==> config.mk <==
export PLATFORM = sky130hd
export DESIGN_NAME = mf_1bit_tx_framer
export DESIGN_NICKNAME = d
export VERILOG_FILES = /design/src/rtl/mf_1bit_tx_framer.sv
export SDC_FILE = /design/constraint.sdc
export NUM_CORES = 1
export LEC_CHECK = 0
export ABC_AREA = 1
export BUFFER_PORTS_ARGS = -buffer_cell sky130_fd_sc_hd__buf_4
export CAP_MARGIN = 0
export CORE_MARGIN = 10
export CORE_UTILIZATION = 30
export DETAILED_ROUTE_END_ITERATION = 6
export GPL_TIMING_DRIVEN = 0
export PLACE_DENSITY_LB_ADDON = 0.12
export SYNTH_ARGS = -nofsm -noshare
export SYNTH_HDL_FRONTEND = slang
export SYNTH_SLANG_ARGS = --single-unit
export TNS_END_PERCENT = 50
==> constraint.sdc <==
create_clock -name clk -period 3.2 [get_ports clk]
set_clock_uncertainty 0.2 [all_clocks]
set_input_delay 0.48 -clock clk [delete_from_list [all_inputs] [get_ports clk]]
set_output_delay 0.48 -clock clk [all_outputs]
set_load 0.01 [all_outputs]
==> src/rtl/mf_1bit_tx_framer.sv <==
// -----------------------------------------------------------------------------
// mf_1bit_tx_framer
//
// Purpose:
//   Transmit-side framer for the 1-bit matched-filter link. Each frame emits an
//   L-chip PN preamble (Fibonacci LFSR), then NW payload words serialised MSB
//   first, then GAP idle cycles. x_out/en_o are registered; the first chip
//   appears one cycle after start is sampled in IDLE.
//
// Build option:
//   TX_SCRAMBLE_EN  - when defined, payload chips are XORed with the LFSR, which
//                     keeps running from its end-of-preamble value and steps
//                     once per emitted payload chip. When undefined, payload
//                     chips are raw data bits and the LFSR holds during PAY.
//
// Ports:
//   clk         in   clock
//   rst_n       in   asynchronous active-low reset
//   start       in   frame request, only sampled in IDLE
//   data_in     in   [DW] payload word
//   data_valid  in   data_in valid
//   data_ready  out  word accepted this cycle when data_valid is also high
//   x_out       out  chip value (registered)
//   en_o        out  x_out valid (registered)
//   busy        out  state != IDLE
//   frame_done  out  one-cycle pulse, high in the first IDLE cycle after a frame
//   underrun    out  one-cycle pulse per payload chip slot stalled for data
// -----------------------------------------------------------------------------
module mf_1bit_tx_framer #(
  parameter int              L       = 512,
  parameter int              PN_W    = 9,
  parameter logic [PN_W-1:0] PN_TAPS = 9'h110,
  parameter logic [PN_W-1:0] PN_SEED = 9'h1FF,
  parameter int              DW      = 16,
  parameter int              NW      = 4,
  parameter int              GAP     = 8
) (
  input  logic          clk,
  input  logic          rst_n,
  input  logic          start,
  input  logic [DW-1:0] data_in,
  input  logic          data_valid,
  output logic          data_ready,
  output logic          x_out,
  output logic          en_o,
  output logic          busy,
  output logic          frame_done,
  output logic          underrun
);

  localparam int CW = $clog2(L + 1);
  localparam int BW = (DW > 1) ? $clog2(DW) : 1;
  localparam int WW = $clog2(NW + 1);
  // +2 keeps the width non-zero when GAP is 0.
  localparam int GW = $clog2(GAP + 2);

  typedef enum logic [1:0] {S_IDLE, S_PRE, S_PAY, S_GAP} state_t;

  state_t          state_q, state_d;
  logic [PN_W-1:0] lfsr_q, lfsr_d;
  logic [CW-1:0]   chip_cnt_q, chip_cnt_d;
  logic [BW-1:0]   bit_cnt_q, bit_cnt_d;
  logic [WW-1:0]   word_cnt_q, word_cnt_d;
  logic [WW-1:0]   acc_cnt_q, acc_cnt_d;
  logic [GW-1:0]   gap_cnt_q, gap_cnt_d;
  logic [DW-1:0]   buf_q, buf_d;
  logic            buf_vld_q, buf_vld_d;
  logic [DW-1:0]   sh_q, sh_d;
  logic            x_q, x_d;
  logic            en_q, en_d;
  logic            fd_q, fd_d;
  logic            und_q, und_d;

  logic            accept;
  logic            boundary;
  logic            have_word;
  logic [DW-1:0]   word_in;
  logic            stall;
  logic            emit_pay;
  logic            pay_bit;
  logic            last_pre;
  logic            last_pay;
  logic            last_gap;

  function automatic logic [PN_W-1:0] lfsr_step(input logic [PN_W-1:0] v);
    return {v[PN_W-2:0], ^(v & PN_TAPS)};
  endfunction

  assign accept    = data_valid && data_ready;
  assign boundary  = (state_q == S_PAY) && (bit_cnt_q == '0);
  assign have_word = buf_vld_q || accept;
  // An empty buffer at a boundary lets the word being accepted pass straight
  // through into the shift register.
  assign word_in   = buf_vld_q ? buf_q : data_in;
  assign stall     = boundary && !have_word;
  assign emit_pay  = (state_q == S_PAY) && !stall;
  assign pay_bit   = boundary ? word_in[DW-1] : sh_q[DW-1];
  assign last_pre  = (state_q == S_PRE) && (chip_cnt_q == CW'(L - 1));
  assign last_pay  = emit_pay && (word_cnt_q == WW'(NW - 1)) && (bit_cnt_q == BW'(DW - 1));
  assign last_gap  = (state_q == S_GAP) && (gap_cnt_q == GW'(GAP - 1));

  // State register and datapath registers
  always_ff @(posedge clk or negedge rst_n) begin
    if (!rst_n) begin
      state_q    <= S_IDLE;
      lfsr_q     <= PN_SEED;
      chip_cnt_q <= '0;
      bit_cnt_q  <= '0;
      word_cnt_q <= '0;
      acc_cnt_q  <= '0;
      gap_cnt_q  <= '0;
      buf_q      <= '0;
      buf_vld_q  <= 1'b0;
      sh_q       <= '0;
      x_q        <= 1'b0;
      en_q       <= 1'b0;
      fd_q       <= 1'b0;
      und_q      <= 1'b0;
    end else begin
      state_q    <= state_d;
      lfsr_q     <= lfsr_d;
      chip_cnt_q <= chip_cnt_d;
      bit_cnt_q  <= bit_cnt_d;
      word_cnt_q <= word_cnt_d;
      acc_cnt_q  <= acc_cnt_d;
      gap_cnt_q  <= gap_cnt_d;
      buf_q      <= buf_d;
      buf_vld_q  <= buf_vld_d;
      sh_q       <= sh_d;
      x_q        <= x_d;
      en_q       <= en_d;
      fd_q       <= fd_d;
      und_q      <= und_d;
    end
  end

  // Next-state logic
  always_comb begin
    state_d = state_q;
    case (state_q)
      S_IDLE:  if (start)    state_d = S_PRE;
      S_PRE:   if (last_pre) state_d = S_PAY;
      S_PAY:   if (last_pay) state_d = (GAP == 0) ? S_IDLE : S_GAP;
      S_GAP:   if (last_gap) state_d = S_IDLE;
      default:               state_d = S_IDLE;
    endcase
  end

  // Datapath and registered-output next values
  always_comb begin
    lfsr_d     = lfsr_q;
    chip_cnt_d = chip_cnt_q;
    bit_cnt_d  = bit_cnt_q;
    word_cnt_d = word_cnt_q;
    acc_cnt_d  = acc_cnt_q;
    gap_cnt_d  = gap_cnt_q;
    buf_d      = buf_q;
    buf_vld_d  = buf_vld_q;
    sh_d       = sh_q;
    x_d        = 1'b0;
    en_d       = 1'b0;
    fd_d       = 1'b0;
    und_d      = 1'b0;

    case (state_q)
      S_IDLE: begin
        if (start) begin
          lfsr_d     = PN_SEED;
          chip_cnt_d = '0;
          bit_cnt_d  = '0;
          word_cnt_d = '0;
          acc_cnt_d  = '0;
          gap_cnt_d  = '0;
          buf_vld_d  = 1'b0;
        end
      end
      S_PRE: begin
        x_d        = lfsr_q[PN_W-1];
        en_d       = 1'b1;
        lfsr_d     = lfsr_step(lfsr_q);
        chip_cnt_d = chip_cnt_q + CW'(1);
      end
      S_PAY: begin
        if (stall) begin
          und_d = 1'b1;
        end else begin
          en_d = 1'b1;
`ifdef TX_SCRAMBLE_EN
          x_d    = pay_bit ^ lfsr_q[PN_W-1];
          lfsr_d = lfsr_step(lfsr_q);
`else
          x_d    = pay_bit;
`endif
          sh_d = boundary ? (word_in << 1) : (sh_q << 1);
          if (bit_cnt_q == BW'(DW - 1)) begin
            bit_cnt_d  = '0;
            word_cnt_d = word_cnt_q + WW'(1);
          end else begin
            bit_cnt_d  = bit_cnt_q + BW'(1);
          end
        end
        if (last_pay && (GAP == 0)) fd_d = 1'b1;
      end
      S_GAP: begin
        gap_cnt_d = gap_cnt_q + GW'(1);
        if (last_gap) fd_d = 1'b1;
      end
      default: ;
    endcase

    // Holding buffer: fill on accept unless the word passes straight through,
    // drain when a boundary consumes it.
    if (accept) begin
      acc_cnt_d = acc_cnt_q + WW'(1);
      if (!boundary) begin
        buf_d     = data_in;
        buf_vld_d = 1'b1;
      end
    end
    if (boundary && buf_vld_q) buf_vld_d = 1'b0;
  end

  // Output logic
  always_comb begin
    busy       = (state_q != S_IDLE);
    data_ready = ((state_q == S_PRE) || (state_q == S_PAY)) && !buf_vld_q &&
                 (acc_cnt_q < WW'(NW));
  end

  assign x_out      = x_q;
  assign en_o       = en_q;
  assign frame_done = fd_q;
  assign underrun   = und_q;

endmodule

==> results.yml, run 1 <==
status:
  status: "completed"
clock_tree:
  cts-root-buf: "clkbuf_16"
  ctsResizeCount: 0
  cts_setup_buffers: 0
  numCtsBuffers: 9
  htreeDepth: 3
  clk_latency_ns: 0.33
  clkSinkCount: 71
  cts_tree: "done"
  path_clk_slew_ns: 0.06
  postCtsHoldBufs: 0
  cts_buffer_depth: 2
place:
  dpl-instance-area_sq_um: 3881
  place_congestion: 0.7757
  dp_hpwl_um: 5468
  portBuffers: 25
sta:
  grt_setup_unrepaired: "false"
  setup_tns_ns: 0
  finalHoldViolCount: 0
  setup_viol: 0
  slew_viol_final: 0
  fin_crit_ns: 2.225
  maxClockFrequency_mhz: 449.5
  slew_headroom_pct: 38.13
  tightest_slew_ns: 0.9281
  fin_crit_sh_pct: 69.52
drt:
  routed-wl-met2_um: 3650
  wl_met3_um: 332
  via_per_inst: 4.595
  vias: 2858
  wl_um: 7915
  drcViolationCount: 0
  antenna_left: 0
  post_drt_wl_per_cell_um: 12.73
  maxUsedRoutingLayer: "met4"
  dr.pass1.iters: 4
  m1WireLength_um: 3821
  drt_iter0_markers: 200
critical_path:
  crit_arrival_ns: 1.54
  r2r_slack_ns: 1.05
  crit_type: "flip-flop to output port"
  start_kind: "flip-flop"
  r2r_cells: 8
  rr_endpoint: "buf_q[3]$_DFFE_PN0P_"
  required_ns: 2.52
  r2r_start: "state_q[0]$_DFFE_PN0P_"
  cp-end-kind: "output port"
  critPathMaxFanout: 4
floorplan:
  initial_core_util_pct: 30.65
  fp.dieArea_sq_um: 16440
  io_pins: 26
  die_w_um: 128.2
  core_sq_um: 11470
  die-height_um: 128.2
  core.rowCount: 39
power:
  ir_drop_mv: 0.3866
  power.leakage_nw: 2.191
  power.density_nw_per_um2: 953.7
global_route:
  grt_pass1_vias: 2826
  grt_pass1_wl_um: 13720
  grt_overflow_total: 0
  grt_max_degree: 72
  grt.total_usage_pct: 10.35
  antenna_found_initial: 0
final_layout:
  diodes: 0
  syn_to_final_growth_pct: 20.29
  finalInstanceArea_sq_um: 4228
  drive_gt1_share_pct: 13.78
  nNetsFinal: 505
  fill_cells: 1188
job:
  cap_violations: 0
synthesis:
  synth-seq-area-share_pct: 50.87
  synth_warnings: 0
  mappedNetlistArea_sq_um: 3515
  ys_ff_latch: 71
  avgSynthCellArea_sq_um: 8.024
  syn_nets: 469
  yosys.area.top_type_share_pct: 44.14
  synthCells: 438
  netlist_top_cells_area: "dfrtp_1, nand2_1, o21ai_0, dfstp_2, inv_1"
  synthDistinctLibCells: 30
  yosys.area.top_type: "dfrtp_1"
min_path:
  hold_path.class: "input pin to asynchronous set/reset pin"
==> cell families (layout without fill, tap and decap cells) <==
kind of cell | after synthesis | count (layout) | synth area share [%]
AO/OA/AOI/OAI | 85 | 85 | 13.03
buffers and inverters | 73 | 114 | 8.508
adder cells (fa/ha/maj) | 11 | 11 | 3.916
flip-flops | 71 | 71 | 50.87
AND/OR/NAND/NOR | 197 | 197 | 23.42
XOR/XNOR | 1 | 1 | 0.2492
==> synthesized netlist by cell type <==
| library cell | number |
|---|---|
| buf_2 | 5 |
| a22o_1 | 1 |
| o211ai_1 | 1 |
| inv_1 | 57 |
| o31ai_1 | 1 |
| a21oi_1 | 13 |
| dfstp_2 | 9 |
| o22ai_1 | 1 |
| nor2_1 | 23 |
| buf_6 | 2 |
| nand3_1 | 12 |
| nor3_2 | 1 |
| nand3b_1 | 1 |
| ha_1 | 11 |
| o21ai_0 | 57 |
| inv_2 | 1 |
| nand4_1 | 6 |
| nand2_1 | 142 |
| buf_4 | 1 |
| or2_2 | 3 |
| dfrtp_1 | 62 |
| and3_1 | 1 |
| o21ai_1 | 2 |
| nor3_1 | 3 |
| clkbuf_1 | 7 |
| nand2_4 | 2 |
| nor3b_1 | 2 |
| nor2_4 | 1 |
| xnor2_1 | 1 |
| a22oi_1 | 9 |
==> cell type report <==
class	count	area [sq um]	share of cell area, %
Sequential cell	71	1788	42.29
Multi-Input combinational cell	294	1428	33.77
Clock buffer	10	239.0	5.653
Inverter	58	217.7	5.149
Timing Repair Buffer	25	187.7	4.439
Tap cell	143	178.9	4.232
Clock inverter	6	107.6	2.545
Buffer	15	81.33	1.924
==> stage by stage <==
step | setup WS, ns | hold WS, ns | utilization, % | std cells | total power, mW
floorplan | 1.262 | -0.01559 | - | 438 | 2.444
global placement | 1.072 | 0.2623 | 33.85 | 606 | 2.890
detailed placement | 1.040 | 0.2649 | 33.85 | 606 | 2.907
CTS | 0.9436 | 0.1329 | 36.87 | 622 | 4.101
global route | 0.8152 | 0.1703 | 36.87 | 622 | 4.410
finish | 0.9754 | 0.08969 | 36.87 | 622 | 4.032
==> report_power, final <==
group,internal [mW],switching [mW],total (mW)
registers,1.22,0.159,1.37
clock network,0.779,0.386,1.17
logic,0.517,0.975,1.49
total,2.51,1.52,4.03
==> worst max-delay path by stage <==
stage / start / to / slack (ns) / cells past startpoint
4_1_cts: state_q[0]$_DFFE_PN0P_ / data_ready / 0.94 / 5
6_report: state_q[0]$_DFFE_PN0P_ / data_ready / 0.98 / 5
3_5_place_dp: state_q[0]$_DFFE_PN0P_ / buf_q[3]$_DFFE_PN0P_ / 1.04 / 8
5_1_grt: state_q[0]$_DFFE_PN0P_ / data_ready / 0.82 / 5
3_3_place_gp: state_q[0]$_DFFE_PN0P_ / buf_q[10]$_DFFE_PN0P_ / 1.07 / 8
2_1_floorplan: state_q[0]$_DFFE_PN0P_ / sh_q[10]$_DFFE_PN0P_ / 1.26 / 10
==> placed cells by master, fill, tap and decap left out, types with 7 or more instances in the layout <==
| cell type | synthesis | routed |
|---|---|---|
| nand2_1 | 142 | 142 |
| dfrtp_1 | 62 | 62 |
| inv_1 | 57 | 57 |
| o21ai_0 | 57 | 57 |
| buf_4 | 1 | 26 |
| nor2_1 | 23 | 23 |
| a21oi_1 | 13 | 13 |
| nand3_1 | 12 | 12 |
| ha_1 | 11 | 11 |
| a22oi_1 | 9 | 9 |
| clkbuf_16 | 0 | 9 |
| dfstp_2 | 9 | 9 |
| clkbuf_1 | 7 | 7 |
==> critical path, cell delays in order (launching register included) <==
cell and delay [ns]:
dfrtp_1 0.40, inv_1 0.08, ha_1 0.32, nand2_1 0.10
nor2_1 0.16, buf_4 0.15
==> state kept, by name (all words and copies together), names as in the netlist, 3 cells and up <==
register,cells
lfsr_q,9
chip_cnt_q,10
sh_q,15
bit_cnt_q,4
gap_cnt_q,4
buf_q,16
acc_cnt_q,3
word_cnt_q,3
==> routing by layer <==
layer	vias up	track usage (%)
met4	0	3.775
met3	9	3.681
li1	1465	-
met2	46	15.76
met1	1338	13.16
met5	-	0
(Power assumes the default switching activity.)
==> inputs of run 2 (changes only) <==
==> constraint.sdc (replaced) <==
create_clock -name clk -period 2.2 [get_ports clk]
set_clock_uncertainty 0.2 [all_clocks]
set_input_delay 0.33 -clock clk [delete_from_list [all_inputs] [get_ports clk]]
set_output_delay 0.33 -clock clk [all_outputs]
set_load 0.01 [all_outputs]
==> results.yml, run 2 (synthesized netlist as in run 1, its figures left out) <==
final_layout:
  drive_gt1_share_pct: 16.32
  fill_cells: 1184
  layout_common_cells: "nand2_1, dfrtp_1, inv_1, o21ai_0, buf_4"
  syn_to_final_growth_pct: 22.04
  regMostFlops: "buf_q"
  layout.cells.non_filler: 627
  largest_reg_flops: 16
  ff_latch_area_sq_um: 1788
  diodes: 0
  final_common_cell: "nand2_1"
  multi_input_area_sq_um: 1440
  nNetsFinal: 510
  reg_top3: "buf_q x16, sh_q x15, chip_cnt_q x10"
place:
  dp_cells: 606
  portBuffers: 25
  dpl_worst_slack_ns: 0.03969
  place_congestion: 0.7757
  dp_hpwl_um: 5468
min_path:
  hold_path.class: "input pin to flip-flop"
  min_path_cells: 3
  hold_start: "data_in[15]"
  hold_end: "buf_q[15]$_DFFE_PN0P_"
floorplan:
  die-height_um: 128.2
  initial_core_util_pct: 30.65
  core.rowCount: 39
  die_w_um: 128.2
  core_sq_um: 11470
  io_pins: 26
  fp.dieArea_sq_um: 16440
drt:
  antenna_left: 0
  via_per_inst: 4.582
  dr.pass1.iters: 5
  post_drt_wl_per_cell_um: 12.76
  wl_um: 8000
  vias: 2873
  drt_iter0_markers: 194
  drcViolationCount: 0
power:
  power.leakage_nw: 2.229
  power_mw: 5.958
  ir_drop_mv: 0.5638
  power.density_nw_per_um2: 1389
global_route:
  antenna_found_initial: 0
  grt_pass1_vias: 2829
  grt.total_usage_pct: 10.36
  grt_overflow_total: 0
  grt_pass1_wl_um: 13730
  grt_max_degree: 72
critical_path:
  required_ns: 1.67
  r2r_cells: 13
  crit_chain: "inv_1, ha_1, nand2_1, nor2_2, buf_4"
  crit_arrival_ns: 1.54
  start_kind: "flip-flop"
  rr_endpoint: "sh_q[10]$_DFFE_PN0P_"
  critPathBufInv: 2
  r2r_slack_ns: 0.14
  cp-end-kind: "output port"
  cp_top_family: "flip-flops"
  max_stage_delay_ns: 0.39
  critPathMaxFanout: 4
  r2r_start: "state_q[1]$_DFFE_PN0P_"
  cp_slowest_cell: "dfrtp_1"
  crit_type: "flip-flop to output port"
clock_tree:
  numCtsBuffers: 9
  clk_latency_ns: 0.33
  cts_tree: "done"
  cts_buffer_depth: 2
  clkSinkCount: 71
  htreeDepth: 3
  cts-root-buf: "clkbuf_16"
  path_clk_slew_ns: 0.06
sta:
  fin_crit_ns: 2.066
  hold_ws_ns: 0.07527
  slew_viol_final: 0
  slew_headroom_pct: 38.02
  maxClockFrequency_mhz: 484.1
  grt_setup_unrepaired: "true"
  fin_crit_sh_pct: 93.89
  setup_tns_ns: 0
  setup_viol: 0
  timing.final.ws_setup_ns: 0.1344
  tightest_slew_ns: 0.9298
  finalHoldViolCount: 0
job:
  cap_violations: 0
status:
  status: "completed"
[run 2: where the power goes]
group / total [mW] / internal [mW] / switching [mW]
clock: 1.69 / 1.13 / 0.560
sequential: 2.00 / 1.77 / 0.231
combinational: 2.27 / 0.816 / 1.45
[run 2: repair_timing]
action / in CTS / in global routing
hold buffers: 1 / 0
endpoints found under the hold margin: 62 / 0
setup endpoints to repair: 0 / 42
buffers inserted: 0 / 4
resized for setup: 0 / 15
[run 2: metrics by stage]
step / util (%) / area (sq um)
floorplan: - / 3515
global placement: 33.85 / 3881
detailed placement: 33.85 / 3881
CTS: 36.96 / 4238
global route: 37.40 / 4289
finish: 37.40 / 4289
[run 2: final cells by class]
type | count | area share [%]
Multi-Input combinational cell | 294 | 33.58
Sequential cell | 71 | 41.69
Buffer | 15 | 2.100
Timing Repair Buffer | 30 | 5.309
Inverter | 58 | 5.076
Clock buffer | 10 | 5.572
Clock inverter | 6 | 2.509
Tap cell | 143 | 4.172
[run 2: routing by layer]
layer,global-route usage (%),share of wire (%)
met2,15.76,47
met5,0,0
met1,13.18,48
met3,3.681,4.2
met4,3.775,1.4
[run 2: worst reg2reg max path: stages (launching register included)]
cell,delay (ns)
dfrtp_1,0.40
buf_4,0.14
ha_1,0.23
nand2_1,0.11
inv_1,0.04
nand2_1,0.10
buf_6,0.16
nor2_4,0.04
nand2_4,0.09
nand2_4,0.08
inv_2,0.12
buf_6,0.15
nand2_1,0.06
nand2_1,0.06
[run 2: worst max-delay path by stage]
stage	start	to	slack, ns	depth (start not counted)
2_1_floorplan	state_q[0]$_DFFE_PN0P_	sh_q[10]$_DFFE_PN0P_	0.26	10
3_3_place_gp	state_q[0]$_DFFE_PN0P_	buf_q[10]$_DFFE_PN0P_	0.07	8
3_5_place_dp	state_q[0]$_DFFE_PN0P_	buf_q[3]$_DFFE_PN0P_	0.04	8
4_1_cts	state_q[0]$_DFFE_PN0P_	buf_q[3]$_DFFE_PN0P_	0.03	8
5_1_grt	state_q[0]$_DFFE_PN0P_	chip_cnt_q[0]$_DFFE_PN0P_	-0.03	8
6_report	state_q[0]$_DFFE_PN0P_	data_ready	0.13	5
